`config.mk`:
```
export PLATFORM = sky130hd
export DESIGN_NAME = fsm_encoding_triplet
export DESIGN_NICKNAME = d
export VERILOG_FILES = /design/src/rtl/fsm_enc_pkg.sv /design/src/rtl/fsm_enc_core.sv /design/src/rtl/fsm_encoding_triplet.sv
export SDC_FILE = /design/constraint.sdc
export NUM_CORES = 1
export LEC_CHECK = 0
export CAP_MARGIN = 0
export CORE_MARGIN = 3
export CORE_UTILIZATION = 49
export CTS_CLUSTER_SIZE = 30
export DETAILED_ROUTE_END_ITERATION = 8
export GPL_ROUTABILITY_DRIVEN = 0
export GPL_TIMING_DRIVEN = 1
export PLACE_DENSITY = 0.7
export SLEW_MARGIN = 20
export SYNTH_ARGS = -nofsm -noshare
export SYNTH_HDL_FRONTEND = slang
export SYNTH_HIERARCHICAL = 1
export SYNTH_SLANG_ARGS = --single-unit
```
`constraint.sdc`:
```
create_clock -name clk -period 2.9 [get_ports clk]
set_input_delay 0.58 -clock clk [delete_from_list [all_inputs] [get_ports clk]]
set_output_delay 0.58 -clock clk [all_outputs]
set_load 0.02 [all_outputs]
```
`src/rtl/fsm_enc_pkg.sv`:
```
// rtl/fsm_enc_pkg.sv - abstract run-controller states and the three state encodings
//
// Holds the abstract state enum, the binary / one-hot / Gray code tables,
// and encode/decode helpers for each. Decoders report whether a code is legal.
// Any unlisted code, including zero-extension garbage, decodes as invalid.

package fsm_enc_pkg;

  typedef enum logic [2:0] {
    ST_IDLE  = 3'd0,
    ST_START = 3'd1,
    ST_RUN   = 3'd2,
    ST_WAIT  = 3'd3,
    ST_DONE  = 3'd4
  } state_e;

  typedef enum logic [1:0] {
    ENC_BIN  = 2'd0,
    ENC_OH   = 2'd1,
    ENC_GRAY = 2'd2
  } enc_e;

  typedef struct packed {
    logic   valid;
    state_e st;
  } dec_t;

  localparam logic [2:0] BIN_IDLE  = 3'b000;
  localparam logic [2:0] BIN_START = 3'b001;
  localparam logic [2:0] BIN_RUN   = 3'b010;
  localparam logic [2:0] BIN_WAIT  = 3'b011;
  localparam logic [2:0] BIN_DONE  = 3'b100;

  localparam logic [4:0] OH_IDLE   = 5'b00001;
  localparam logic [4:0] OH_START  = 5'b00010;
  localparam logic [4:0] OH_RUN    = 5'b00100;
  localparam logic [4:0] OH_WAIT   = 5'b01000;
  localparam logic [4:0] OH_DONE   = 5'b10000;

  localparam logic [2:0] GRAY_IDLE  = 3'b000;
  localparam logic [2:0] GRAY_START = 3'b001;
  localparam logic [2:0] GRAY_RUN   = 3'b011;
  localparam logic [2:0] GRAY_WAIT  = 3'b010;
  localparam logic [2:0] GRAY_DONE  = 3'b110;

  function automatic logic [2:0] enc_bin(input state_e s);
    case (s)
      ST_START: enc_bin = BIN_START;
      ST_RUN:   enc_bin = BIN_RUN;
      ST_WAIT:  enc_bin = BIN_WAIT;
      ST_DONE:  enc_bin = BIN_DONE;
      default:  enc_bin = BIN_IDLE;
    endcase
  endfunction

  function automatic logic [4:0] enc_oh(input state_e s);
    case (s)
      ST_START: enc_oh = OH_START;
      ST_RUN:   enc_oh = OH_RUN;
      ST_WAIT:  enc_oh = OH_WAIT;
      ST_DONE:  enc_oh = OH_DONE;
      default:  enc_oh = OH_IDLE;
    endcase
  endfunction

  function automatic logic [2:0] enc_gray(input state_e s);
    case (s)
      ST_START: enc_gray = GRAY_START;
      ST_RUN:   enc_gray = GRAY_RUN;
      ST_WAIT:  enc_gray = GRAY_WAIT;
      ST_DONE:  enc_gray = GRAY_DONE;
      default:  enc_gray = GRAY_IDLE;
    endcase
  endfunction

  function automatic dec_t dec_bin(input logic [2:0] c);
    dec_bin = '{valid: 1'b1, st: ST_IDLE};
    case (c)
      BIN_IDLE:  dec_bin.st = ST_IDLE;
      BIN_START: dec_bin.st = ST_START;
      BIN_RUN:   dec_bin.st = ST_RUN;
      BIN_WAIT:  dec_bin.st = ST_WAIT;
      BIN_DONE:  dec_bin.st = ST_DONE;
      default:   dec_bin.valid = 1'b0;
    endcase
  endfunction

  function automatic dec_t dec_oh(input logic [4:0] c);
    dec_oh = '{valid: 1'b1, st: ST_IDLE};
    case (c)
      OH_IDLE:  dec_oh.st = ST_IDLE;
      OH_START: dec_oh.st = ST_START;
      OH_RUN:   dec_oh.st = ST_RUN;
      OH_WAIT:  dec_oh.st = ST_WAIT;
      OH_DONE:  dec_oh.st = ST_DONE;
      default:  dec_oh.valid = 1'b0;
    endcase
  endfunction

  function automatic dec_t dec_gray(input logic [2:0] c);
    dec_gray = '{valid: 1'b1, st: ST_IDLE};
    case (c)
      GRAY_IDLE:  dec_gray.st = ST_IDLE;
      GRAY_START: dec_gray.st = ST_START;
      GRAY_RUN:   dec_gray.st = ST_RUN;
      GRAY_WAIT:  dec_gray.st = ST_WAIT;
      GRAY_DONE:  dec_gray.st = ST_DONE;
      default:    dec_gray.valid = 1'b0;
    endcase
  endfunction

  // Codes are carried zero-extended to 5 bits so one core serves every width.
  function automatic logic [4:0] encode(input enc_e enc, input state_e s);
    case (enc)
      ENC_OH:   encode = enc_oh(s);
      ENC_GRAY: encode = {2'b00, enc_gray(s)};
      default:  encode = {2'b00, enc_bin(s)};
    endcase
  endfunction

  function automatic dec_t decode(input enc_e enc, input logic [4:0] code);
    case (enc)
      ENC_OH:   decode = dec_oh(code);
      ENC_GRAY: decode = dec_gray(code[2:0]);
      default:  decode = dec_bin(code[2:0]);
    endcase
    if (enc != ENC_OH && code[4:3] != 2'b00) decode.valid = 1'b0;
  endfunction

endpackage

```
`src/rtl/fsm_enc_core.sv`:
```
// rtl/fsm_enc_core.sv - one copy of the 5-state run controller in a chosen encoding
//
// Ports:
//   clk, rst         clock, synchronous active-high reset
//   start, stop      begin/resume and pause requests
//   error_in         abort to IDLE
//   force_illegal    load all-ones into the state register at this edge
//   state [SW-1:0]   encoded state register
//   out              registered, high exactly while in RUN

module fsm_enc_core
  import fsm_enc_pkg::*;
#(
  parameter enc_e ENC          = ENC_BIN,
  parameter int   SW           = 3,
  parameter int   RUN_CYCLES   = 8,
  parameter int   WAIT_TIMEOUT = 16
) (
  input  logic          clk,
  input  logic          rst,
  input  logic          start,
  input  logic          stop,
  input  logic          error_in,
  input  logic          force_illegal,
  output logic [SW-1:0] state,
  output logic          out
);

  localparam int RCW = (RUN_CYCLES   > 1) ? $clog2(RUN_CYCLES)   : 1;
  localparam int WCW = (WAIT_TIMEOUT > 1) ? $clog2(WAIT_TIMEOUT) : 1;
  localparam logic [RCW-1:0] RUN_LAST  = RCW'(RUN_CYCLES - 1);
  localparam logic [WCW-1:0] WAIT_LAST = WCW'(WAIT_TIMEOUT - 1);
  localparam logic [SW-1:0]  IDLE_CODE = SW'(encode(ENC, ST_IDLE));

  logic [RCW-1:0] run_cnt, nxt_run;
  logic [WCW-1:0] wait_cnt, nxt_wait;
  dec_t           cur;
  state_e         nxt_st;

  // Next-state logic works on the abstract state; only the register is encoded.
  always_comb begin
    cur      = decode(ENC, 5'(state));
    nxt_st   = cur.st;
    nxt_run  = run_cnt;
    nxt_wait = wait_cnt;
    if (!cur.valid) begin
      nxt_st   = ST_IDLE;
      nxt_run  = '0;
      nxt_wait = '0;
    end else begin
      case (cur.st)
        ST_IDLE: begin
          if (start) begin
            nxt_st  = ST_START;
            nxt_run = '0;
          end
        end
        ST_START: begin
          nxt_st = error_in ? ST_IDLE : ST_RUN;
        end
        ST_RUN: begin
          if (error_in) begin
            nxt_st = ST_IDLE;
          end else if (stop) begin
            nxt_st   = ST_WAIT;
            nxt_wait = '0;
          end else if (run_cnt == RUN_LAST) begin
            nxt_st = ST_DONE;
          end else begin
            nxt_run = run_cnt + RCW'(1);
          end
        end
        ST_WAIT: begin
          // Resume is tested before the timeout so a coinciding start wins.
          if (error_in) begin
            nxt_st = ST_IDLE;
          end else if (start && !stop) begin
            nxt_st = ST_RUN;
          end else if (wait_cnt == WAIT_LAST) begin
            nxt_st = ST_IDLE;
          end else begin
            nxt_wait = wait_cnt + WCW'(1);
          end
        end
        default: nxt_st = ST_IDLE;
      endcase
    end
  end

  always_ff @(posedge clk) begin
    if (rst) begin
      state    <= IDLE_CODE;
      out      <= 1'b0;
      run_cnt  <= '0;
      wait_cnt <= '0;
    end else begin
      run_cnt  <= nxt_run;
      wait_cnt <= nxt_wait;
      if (force_illegal) begin
        state <= '1;
        out   <= 1'b0;
      end else begin
        state <= SW'(encode(ENC, nxt_st));
        out   <= (nxt_st == ST_RUN);
      end
    end
  end

endmodule

```
`src/rtl/fsm_encoding_triplet.sv`:
```
// rtl/fsm_encoding_triplet.sv - binary, one-hot and Gray copies of one run controller
//
// Ports:
//   clk, rst                    clock, synchronous active-high reset
//   start, stop, error_in       shared controller inputs
//   fault_inj                   corrupt the Gray copy to 3'b111 at this edge
//   state_binary, out_binary    binary copy (3-bit state)
//   state_onehot, out_onehot    one-hot copy (5-bit state)
//   state_gray,   out_gray      Gray copy (3-bit state)

module fsm_encoding_triplet
  import fsm_enc_pkg::*;
#(
  parameter int RUN_CYCLES   = 8,
  parameter int WAIT_TIMEOUT = 16
) (
  input  logic       clk,
  input  logic       rst,
  input  logic       start,
  input  logic       stop,
  input  logic       error_in,
  input  logic       fault_inj,
  output logic [2:0] state_binary,
  output logic       out_binary,
  output logic [4:0] state_onehot,
  output logic       out_onehot,
  output logic [2:0] state_gray,
  output logic       out_gray
);

  fsm_enc_core #(
    .ENC(ENC_BIN), .SW(3), .RUN_CYCLES(RUN_CYCLES), .WAIT_TIMEOUT(WAIT_TIMEOUT)
  ) u_bin (
    .clk(clk), .rst(rst), .start(start), .stop(stop), .error_in(error_in),
    .force_illegal(1'b0), .state(state_binary), .out(out_binary)
  );

  fsm_enc_core #(
    .ENC(ENC_OH), .SW(5), .RUN_CYCLES(RUN_CYCLES), .WAIT_TIMEOUT(WAIT_TIMEOUT)
  ) u_oh (
    .clk(clk), .rst(rst), .start(start), .stop(stop), .error_in(error_in),
    .force_illegal(1'b0), .state(state_onehot), .out(out_onehot)
  );

  fsm_enc_core #(
    .ENC(ENC_GRAY), .SW(3), .RUN_CYCLES(RUN_CYCLES), .WAIT_TIMEOUT(WAIT_TIMEOUT)
  ) u_gray (
    .clk(clk), .rst(rst), .start(start), .stop(stop), .error_in(error_in),
    .force_illegal(fault_inj), .state(state_gray), .out(out_gray)
  );

endmodule

```
==> flow_summary.ini, run 1 <==
[status]
status = complete, no violations

[min_path]
hold_depth = 2
hold_class = flop to flop
holdPathEnd = u_oh/run_cnt[2]
hold_start = u_oh/run_cnt[2]

[floorplan]
start_util_pct = 51.7
fp.dieH_microns = 71.5
coreArea_sq_um = 4060
die_w_microns = 71.5
io_pins = 20
placementRows = 23
die_area_sq_um = 5110

[setup_path]
r2r_end = u_oh/run_cnt[0]
critPathCaptureType = flop
critical_path_class = input port to flop
cp.required_ns = 3.12
crit_fanout = 11
regToRegSetupSlack_ns = 0.99
r2r-start = u_oh/run_cnt[0]
cp.arrival_ns = 2.38
reg2reg_depth = 6
cp-start-kind = input port

[grt]
grt_pass1_wl_mm = 7.98
grt_pass1_vias = 1801
grt.total_usage_pct = 19.2
grt_max_degree = 17
grt_antenna_before_repair = 0
overflow = 0

[route]
wl_per_cell_microns = 14.2
wl_mm = 4.64
ant_nets = 0
dr.pass1.iters = 4
wl_met3_microns = 252
vias = 1899
dr_wl_met2_mm = 2.02
top_layer = met4
drtIter0Drc = 125
vias_per_cell = 5.83
met1_length_mm = 2.30
drc = 0

[power]
power.share.clock_pct = 33.2
switching_share_pct = 28.6
finalPower_mw = 1.03
p_sw_mw = 0.293
power_density_nw_per_um2 = 425
vdd_ir_drop_max_uv = 218
power_leakage_nw = 0.907
combinationalPowerShare_pct = 15.8
seqPwrFrac_pct = 50.9
power.internal_mw = 0.733

[clock_tree]
cts_tree = built
post-cts-setup-buffers = 0
cts_resized = 0
ctsRootBufferMaster = clkbuf_8
clock_path_buffers = 2
cts.sinks = 35
htree_num_levels = 2
clk_latency_ns = 0.29
numCtsBuffers = 5
cts_hold_buf = 0
clk_pin_slew_ns = 0.07

[timing]
maxSlewViolCount = 0
rsz0062_at_grt = false
skew_ns = 0.00431
hold_viol_final = 0
fin_crit_sh_pct = 74.5
setup_viol = 0
min_period_ns = 2.16
finalSetupTns_ns = 0
max_freq_mhz = 463

[placed_design]
io_buffers = 19
dp_cells = 318
dp_hpwl_mm = 3.42

[synthesis]
yosysWarningCount = 6
async_flop_share_pct = 0
ys_seq_area_share_pct = 33.4
synth_area_sq_um = 2100
synth_ff_type = dfxtp_1
synth_edf_count = 0
yosysUniqueCellTypes = 61
synth-seq-cells = 35
synthCells = 246
syn_avg_cell_area_sq_um = 8.53

[final_layout]
final_cells = 326
diodes = 0
final_common_cell = dfxtp_1
final_cell_mix = 35 x dfxtp_1, 19 x clkdlybuf4s50_1, 19 x a21oi_1
area_growth_syn_to_layout_pct = 15.1
drive_gt1_share_pct = 8.70
fill_cells = 370
final_core_util_pct = 59.6
nets = 290

[job]
cap_viol_max_count = 0
[logic make-up (layout without fill, tap and decap cells)]
group	count (synthesis)	after routing	share of synthesized area, %
xor+xnor	6	6	2.50
flops	35	35	33.4
buf+inv	22	45	5.78
compound gates	66	66	22.1
fa+ha+maj	9	9	5.36
mux	1	1	0.477
simple gates	106	106	30.3
other cells	1	8	0.179
[registers in the layout (all words and copies together) (netlist names)]
signal	count
u_gray/run_cnt	3
u_oh/state	5
u_gray/out	1
u_bin/state	3
u_bin/run_cnt	3
u_gray/wait_cnt	4
u_oh/wait_cnt	4
u_gray/state	3
u_bin/wait_cnt	4
u_bin/out	1
u_oh/run_cnt	3
u_oh/out	1
[stage by stage]
| stage | cell area, sq um | hold slack (ns) | worst slack (ns) |
|---|---|---|---|
| floorplan | 2130 | 0.442 | 1.15 |
| global placement | 2340 | 0.457 | 0.484 |
| detailed placement | 2340 | 0.462 | 0.459 |
| CTS | 2420 | 0.475 | 0.749 |
| global route | 2420 | 0.511 | 0.631 |
| finish | 2420 | 0.475 | 0.740 |
[power groups by stage]
stage               clock (mW)  sequential, mW  combinational [mW]
floorplan                    0           0.531               0.107
global placement             0           0.533               0.160
detailed placement           0           0.533               0.161
CTS                      0.358           0.523               0.161
global route             0.374           0.526               0.179
finish                   0.341           0.523               0.163
[per-layer routing]
metal	up-vias	GRT usage, %
li1	957	-
met1	885	27.0
met2	49	28.3
met3	8	4.49
met4	0	7.93
met5	-	0
[synthesized netlist by cell type, types with 3 or more instances]
library cell,count,area (sq um)
a21o_1,4,30.0
nor2_1,16,60.1
dfxtp_1,35,701
nand4_1,4,25.0
o21ai_0,9,45.0
xor2_1,4,35.0
inv_1,15,56.3
or3_1,4,25.0
and3_1,4,25.0
nor3b_1,6,45.0
nor3_1,8,40.0
nand3_1,16,80.1
and2_1,3,18.8
a21oi_1,19,95.1
nand2_1,13,48.8
buf_6,5,56.3
ha_1,9,113
a31oi_1,5,31.3
o211ai_1,3,22.5
nor2b_1,3,18.8
o31ai_1,4,30.0
nand2b_1,7,43.8
[critical path: stages]
cell and delay [ns]:
clkdlybuf4s50_1 0.60, o311ai_1 0.43, a21oi_1 0.15, or4_1 0.47, a21oi_1 0.14
[worst max-delay path by stage]
| stage | start | endpoint | slack (ns) |
|---|---|---|---|
| floorplan | u_oh/run_cnt[0] | u_oh/run_cnt[0] | 1.15 |
| global placement | stop | u_oh/run_cnt[0] | 0.48 |
| detailed placement | stop | u_oh/run_cnt[0] | 0.46 |
| CTS | u_gray/state[2] | state_gray[2] | 0.75 |
| global route | stop | u_oh/run_cnt[0] | 0.63 |
| finish | stop | u_oh/run_cnt[0] | 0.74 |
[layout make-up]
type	instances	area [sq um]	area share, %
clock buffers	7	76.3	3.16
clock inverters	1	5.00	0.207
inverters	15	56.3	2.33
multi-input cells	196	1300	53.9
flip-flops and latches	35	701	29.0
well taps	50	62.6	2.59
repair buffers	22	213	8.80
No activity file was read; power rests on OpenSTA's default activity.
==> inputs of run 2 (changes only) <==
clock period = 2 ns   (was 2.9 ns; I/O delays follow)
==> run 2 against run 1 <==
Clock-buffer cell count shrank 2; die area is the same; critical path depth shrank 4; non-clock buffer count grew 20; via count grew 2.2%; register-to-register slack lost 0.85 ns; combinational power grew 68%; largest cell class unchanged; highest routed layer unchanged.
==> flow_summary.ini, run 2 (synthesis results as in run 1) <==
[status]
status = complete, no violations

[floorplan]
die_area_sq_um = 5110
io_pins = 20
placementRows = 23
die_w_microns = 71.5
start_util_pct = 51.7
coreArea_sq_um = 4060
fp.dieH_microns = 71.5

[clock_tree]
clk_pin_slew_ns = 0.07
clk_latency_ns = 0.29
clock_path_buffers = 2
ctsRootBufferMaster = clkbuf_8
numCtsBuffers = 5
post-cts-setup-buffers = 0
cts.sinks = 35
htree_num_levels = 2
cts_hold_buf = 0
cts_tree = built

[setup_path]
crit_fanout = 8
crit_buf_inv = 1
reg2reg_depth = 6
cp.arrival_ns = 1.50
cp_slowest_cell = clkdlybuf4s50_1
cp_cell_sequence = clkdlybuf4s50_1
r2r-start = u_oh/run_cnt[0]
startpoint = u_oh/state[1]
critical_path_class = flop to output port
cp.depth = 1
max_stage_delay_ns = 0.67
critPathTopFamily = buffers and inverters
cp.required_ns = 1.60
critPathCaptureType = output port
cp-start-kind = flop

[timing]
maxSlewViolCount = 0
fin_crit_sh_pct = 95.1
worst_slack_ns = 0.0974
setup_viol = 0
min_period_ns = 1.90
rsz0062_at_grt = false
hold_viol_final = 0
max_freq_mhz = 526
skew_ns = 0.00620
hold_ws_ns = 0.474

[min_path]
hold_class = flop to flop
hold_start = u_oh/run_cnt[1]
hold_depth = 2

[grt]
grt.total_usage_pct = 20.3
grt_pass1_wl_mm = 8.37
overflow = 0
grt_pass1_vias = 1781
grt_max_degree = 13
grt_antenna_before_repair = 0

[route]
vias_per_cell = 5.61
wl_per_cell_microns = 13.6
wl_mm = 4.72
drc = 0
vias = 1940
dr.pass1.iters = 4
drtIter0Drc = 164
ant_nets = 0

[final_layout]
nets = 310
fin_area_sq_um = 2580
final_cell_mix = 32 x dfxtp_1, 23 x buf_4, 19 x clkdlybuf4s50_1, 19 x a21oi_1
final_common_cell = dfxtp_1
diodes = 0
drive_gt1_share_pct = 16.9
largest_reg_flops = 5
max_flop_register = u_oh/state
area_growth_syn_to_layout_pct = 22.9

[placed_design]
dp_hpwl_mm = 3.62
placed_cell_area_sq_um = 2490
io_buffers = 19
pre_cts_slack_ns = -0.100

[power]
power_leakage_nw = 1.01
vdd_ir_drop_max_uv = 406
finalPower_mw = 1.53
power_density_nw_per_um2 = 592

[job]
cap_viol_max_count = 0
## run 2: cell types whose count changed in the layout (fill, tap and decap cells not counted), sizes merged
cell | previous run | this run
clkbuf | 7 | 5
buf | 3 | 23
clkinv | 1 | 3
## run 2: worst paths after layout
path / end / slack, ns
min reg2reg: u_oh/run_cnt[1] / 0.47
max reg2reg: u_oh/run_cnt[0] / 0.14
min: u_oh/run_cnt[1] / 0.47
max: state_onehot[1] / 0.1
## run 2: metrics by stage
step | std cells | TNS [ns] | utilization, %
after floorplan | 253 | 0 | -
after global placement | 338 | -0.0153 | 61.3
after detailed placement | 338 | -0.276 | 61.3
after CTS | 346 | 0 | 63.3
after global routing | 346 | 0 | 63.6
final | 346 | 0 | 63.6
## run 2: report_power, final
part	internal (mW)	total [mW]	switching, mW
registers	0.717	0.755	0.0375
logic	0.129	0.274	0.145
clock network	0.238	0.499	0.260
## run 2: final cells by class
type	instances	area, sq um
repair buffers	42	363
multi-input cells	196	1310
clock buffers	5	68.8
well taps	50	62.6
fillers	356	1480
flip-flops and latches	35	704
inverters	15	56.3
clock inverters	3	15.0
## run 2: per-layer routing
metal  vias to the layer above  GRT usage [%]  wire length (microns)
met5                         -              0                      0
met4                         0           6.68                     58
met3                         5           4.63                    199
met2                        38           30.3                   2080
met1                       896           29.0                   2380
li1                       1001              -                      -
## run 2: what timing repair did
| item | 4_1_cts | 5_1_grt |
|---|---|---|
| resized for setup | 0 | 4 |
| endpoints found under the hold margin | 0 | 0 |
| setup endpoints to repair | 0 | 4 |
## run 2: tightest hold or removal path, cell delays in order, from the launching register on
cell and delay, ns:
dfxtp_1 0.31, inv_1 0.05, o31ai_1 0.06
==> variant (settings of run 1) <==
`RUN_CYCLES` is set to 8 in 2 places; all go to 16.
--- a/src/rtl/fsm_enc_core.sv
+++ b/src/rtl/fsm_enc_core.sv
@@ -13,7 +13,7 @@
 #(
   parameter enc_e ENC          = ENC_BIN,
   parameter int   SW           = 3,
-  parameter int   RUN_CYCLES   = 8,
+  parameter int   RUN_CYCLES   = 16,
   parameter int   WAIT_TIMEOUT = 16
 ) (
   input  logic          clk,
--- a/src/rtl/fsm_encoding_triplet.sv
+++ b/src/rtl/fsm_encoding_triplet.sv
@@ -11,7 +11,7 @@
 module fsm_encoding_triplet
   import fsm_enc_pkg::*;
 #(
-  parameter int RUN_CYCLES   = 8,
+  parameter int RUN_CYCLES   = 16,
   parameter int WAIT_TIMEOUT = 16
 ) (
   input  logic       clk,
Formal check against the unedited RTL: same outputs for any inputs over 4 cycles, from zero or initial values and one cycle with rst high; that may be too few to reach the edited logic, so the function may still have changed.
==> variant against run 1 <==
Sequential cell count rose by 3. Setup slack worse by 0.16 ns. Global-route usage up 0.067 points. Cell area increased by 5.4%. First-iteration DRC count increased by 47%. Power increased by 6.5%. Wire length rose by 1.7%. Sequential power increased by 8.2%. Area after synthesis rose by 5.7%. Via count rose by 3.7%. Critical endpoint is now u_oh/wait_cnt[3]$_SDFFE_PP0P_.
==> variant: results (changes against run 1) <==
| Metric | Value |
|---|---|
| Post-synthesis cell count | `258 (+4.9%)` |
| Post-DP HPWL | `3420 µm (+0.15%)` |
| Number of distinct library cells after synthesis | `64 (+4.9%)` |
| GR Layer Usage met3 | `0.0451 (+0.000263)` |
| Hold wc startpoint | `u_oh/wait_cnt[3]$_SDFFE_PP0P_` |
| VDD IR max | `283 µV (+30%)` |
| Maximum fanout along the worst path | `9 (-2)` |
| Multi-In Gates | `204 (+4.1%)` |
| Critical path arrival | `2.54 ns (+0.16 ns)` |
| Total number of vias | `1970 (+3.7%)` |
| First-pass GRT wire length | `8240 µm (+3.3%)` |
| Critical path origin | `error_in` |
| Commonest cells in the netlist | `dfxtp_1 (38), nor2_1 (27), nand3_1 (20)` |
| Logic inverters | `10 (-5)` |
| Worst R2R Path Depth | `5 (-1)` |
| PwrDens | `429 nW/µm² (+1.1%)` |
| Critical path endpoint | `u_oh/wait_cnt[3]$_SDFFE_PP0P_` |
| Status | `finished, final reports clean` |
| Post-route cell area | `2550 µm² (+5.4%)` |
| Detailed Route Iter0 Violations | `184 (+47%)` |
| Area occupied by multi-input gates | `1380 µm² (+5.6%)` |
| PostCTS Resize Cnt | `0 (unchanged)` |
| Met1 wire length | `2290 µm (about the same)` |
| CP top delay family | `simple AND/OR/NAND/NOR gates` |
| Root Buffer | `clkbuf_8` |
| FF+latch area | `761 µm² (+8.6%)` |
| 1st-pass router iterations | `6 (+2)` |
| Leakage Power | `0.887 nW (-2.2%)` |
| Slowest cell on crit path | `or3b_2` |
| Met1 usage | `0.268 (-0.00269)` |
| Crit path time final | `2.32 ns (+0.159 ns)` |
| Met3 Wirelength | `209 µm (-17%)` |
| Fraction of area in non-clock buffers | `0.0864 (-0.00159)` |
| Pre-CTS setup slack | `0.299 ns (-0.160 ns)` |
| Fin nets | `294 (+1.4%)` |
| CTS H-Tree Depth | `2 (unchanged)` |
| Clk tree area frac | `0.0358 (+0.00219)` |
| R2r setup slk | `0.60 ns (-0.39 ns)` |
| Hold slack | `0.499 ns (+0.0243 ns)` |
| Sequential area share after synthesis | `0.343 (+0.00900)` |
| Via density | `5.92 (+1.6%)` |
| Bufs w/o clock | `23 (+4.5%)` |
| Hold Path End | `u_oh/wait_cnt[3]$_SDFFE_PP0P_` |
| Fillcell total | `372 (+0.54%)` |
| GRT Util Overall | `0.193 (+0.000667)` |
| Final Skew | `0.00753 ns (+0.00321 ns)` |
| WL met2 | `2140 µm (+5.5%)` |
| Met2 Resource Use GR | `0.300 (+0.0172)` |
| Cell Count Post-Placement | `325 (+2.2%)` |
| Worst r2r src | `u_oh/state[3]$_SDFF_PP0_` |
| Share of cells above drive strength 1 | `0.102 (+0.0155)` |
| Max stage delay on crit path | `0.46 ns (-0.14 ns)` |
| Largest net degree at the start of global routing | `16 (-1)` |
| Drt total wl | `4720 µm (+1.7%)` |
## variant: cell types whose count changed after synthesis, sizes merged, moves of 4 or more
cell,delta
a21oi,-5
a31oi,+4
nor2,+11
inv,-5
a21o,-5
nand2b,-5
nor3b,-6
## variant: cell families (layout without fill, tap and decap cells)
group                    count (synthesis)  in the layout  share of synthesized area
adder cells (fa/ha/maj)                  6              6                     0.0338
buffers and inverters                   21             41                     0.0457
AND/OR/NAND/NOR                        108            108                      0.282
multiplexers                             4              4                     0.0186
other                                    1              6                    0.00169
flip-flops                              38             38                      0.343
XOR/XNOR                                11             11                     0.0434
AO/OA/AOI/OAI                           69             69                      0.232
## variant: power breakdown
| part | switching (mW) | total (mW) | internal (mW) | leakage [nW] |
|---|---|---|---|---|
| Clock | 0.179 | 0.371 | 0.192 | 0.0482 |
| Combinational | 0.0873 | 0.157 | 0.0694 | 0.530 |
| Sequential | 0.0316 | 0.566 | 0.534 | 0.309 |
| Total | 0.298 | 1.09 | 0.795 | 0.887 |
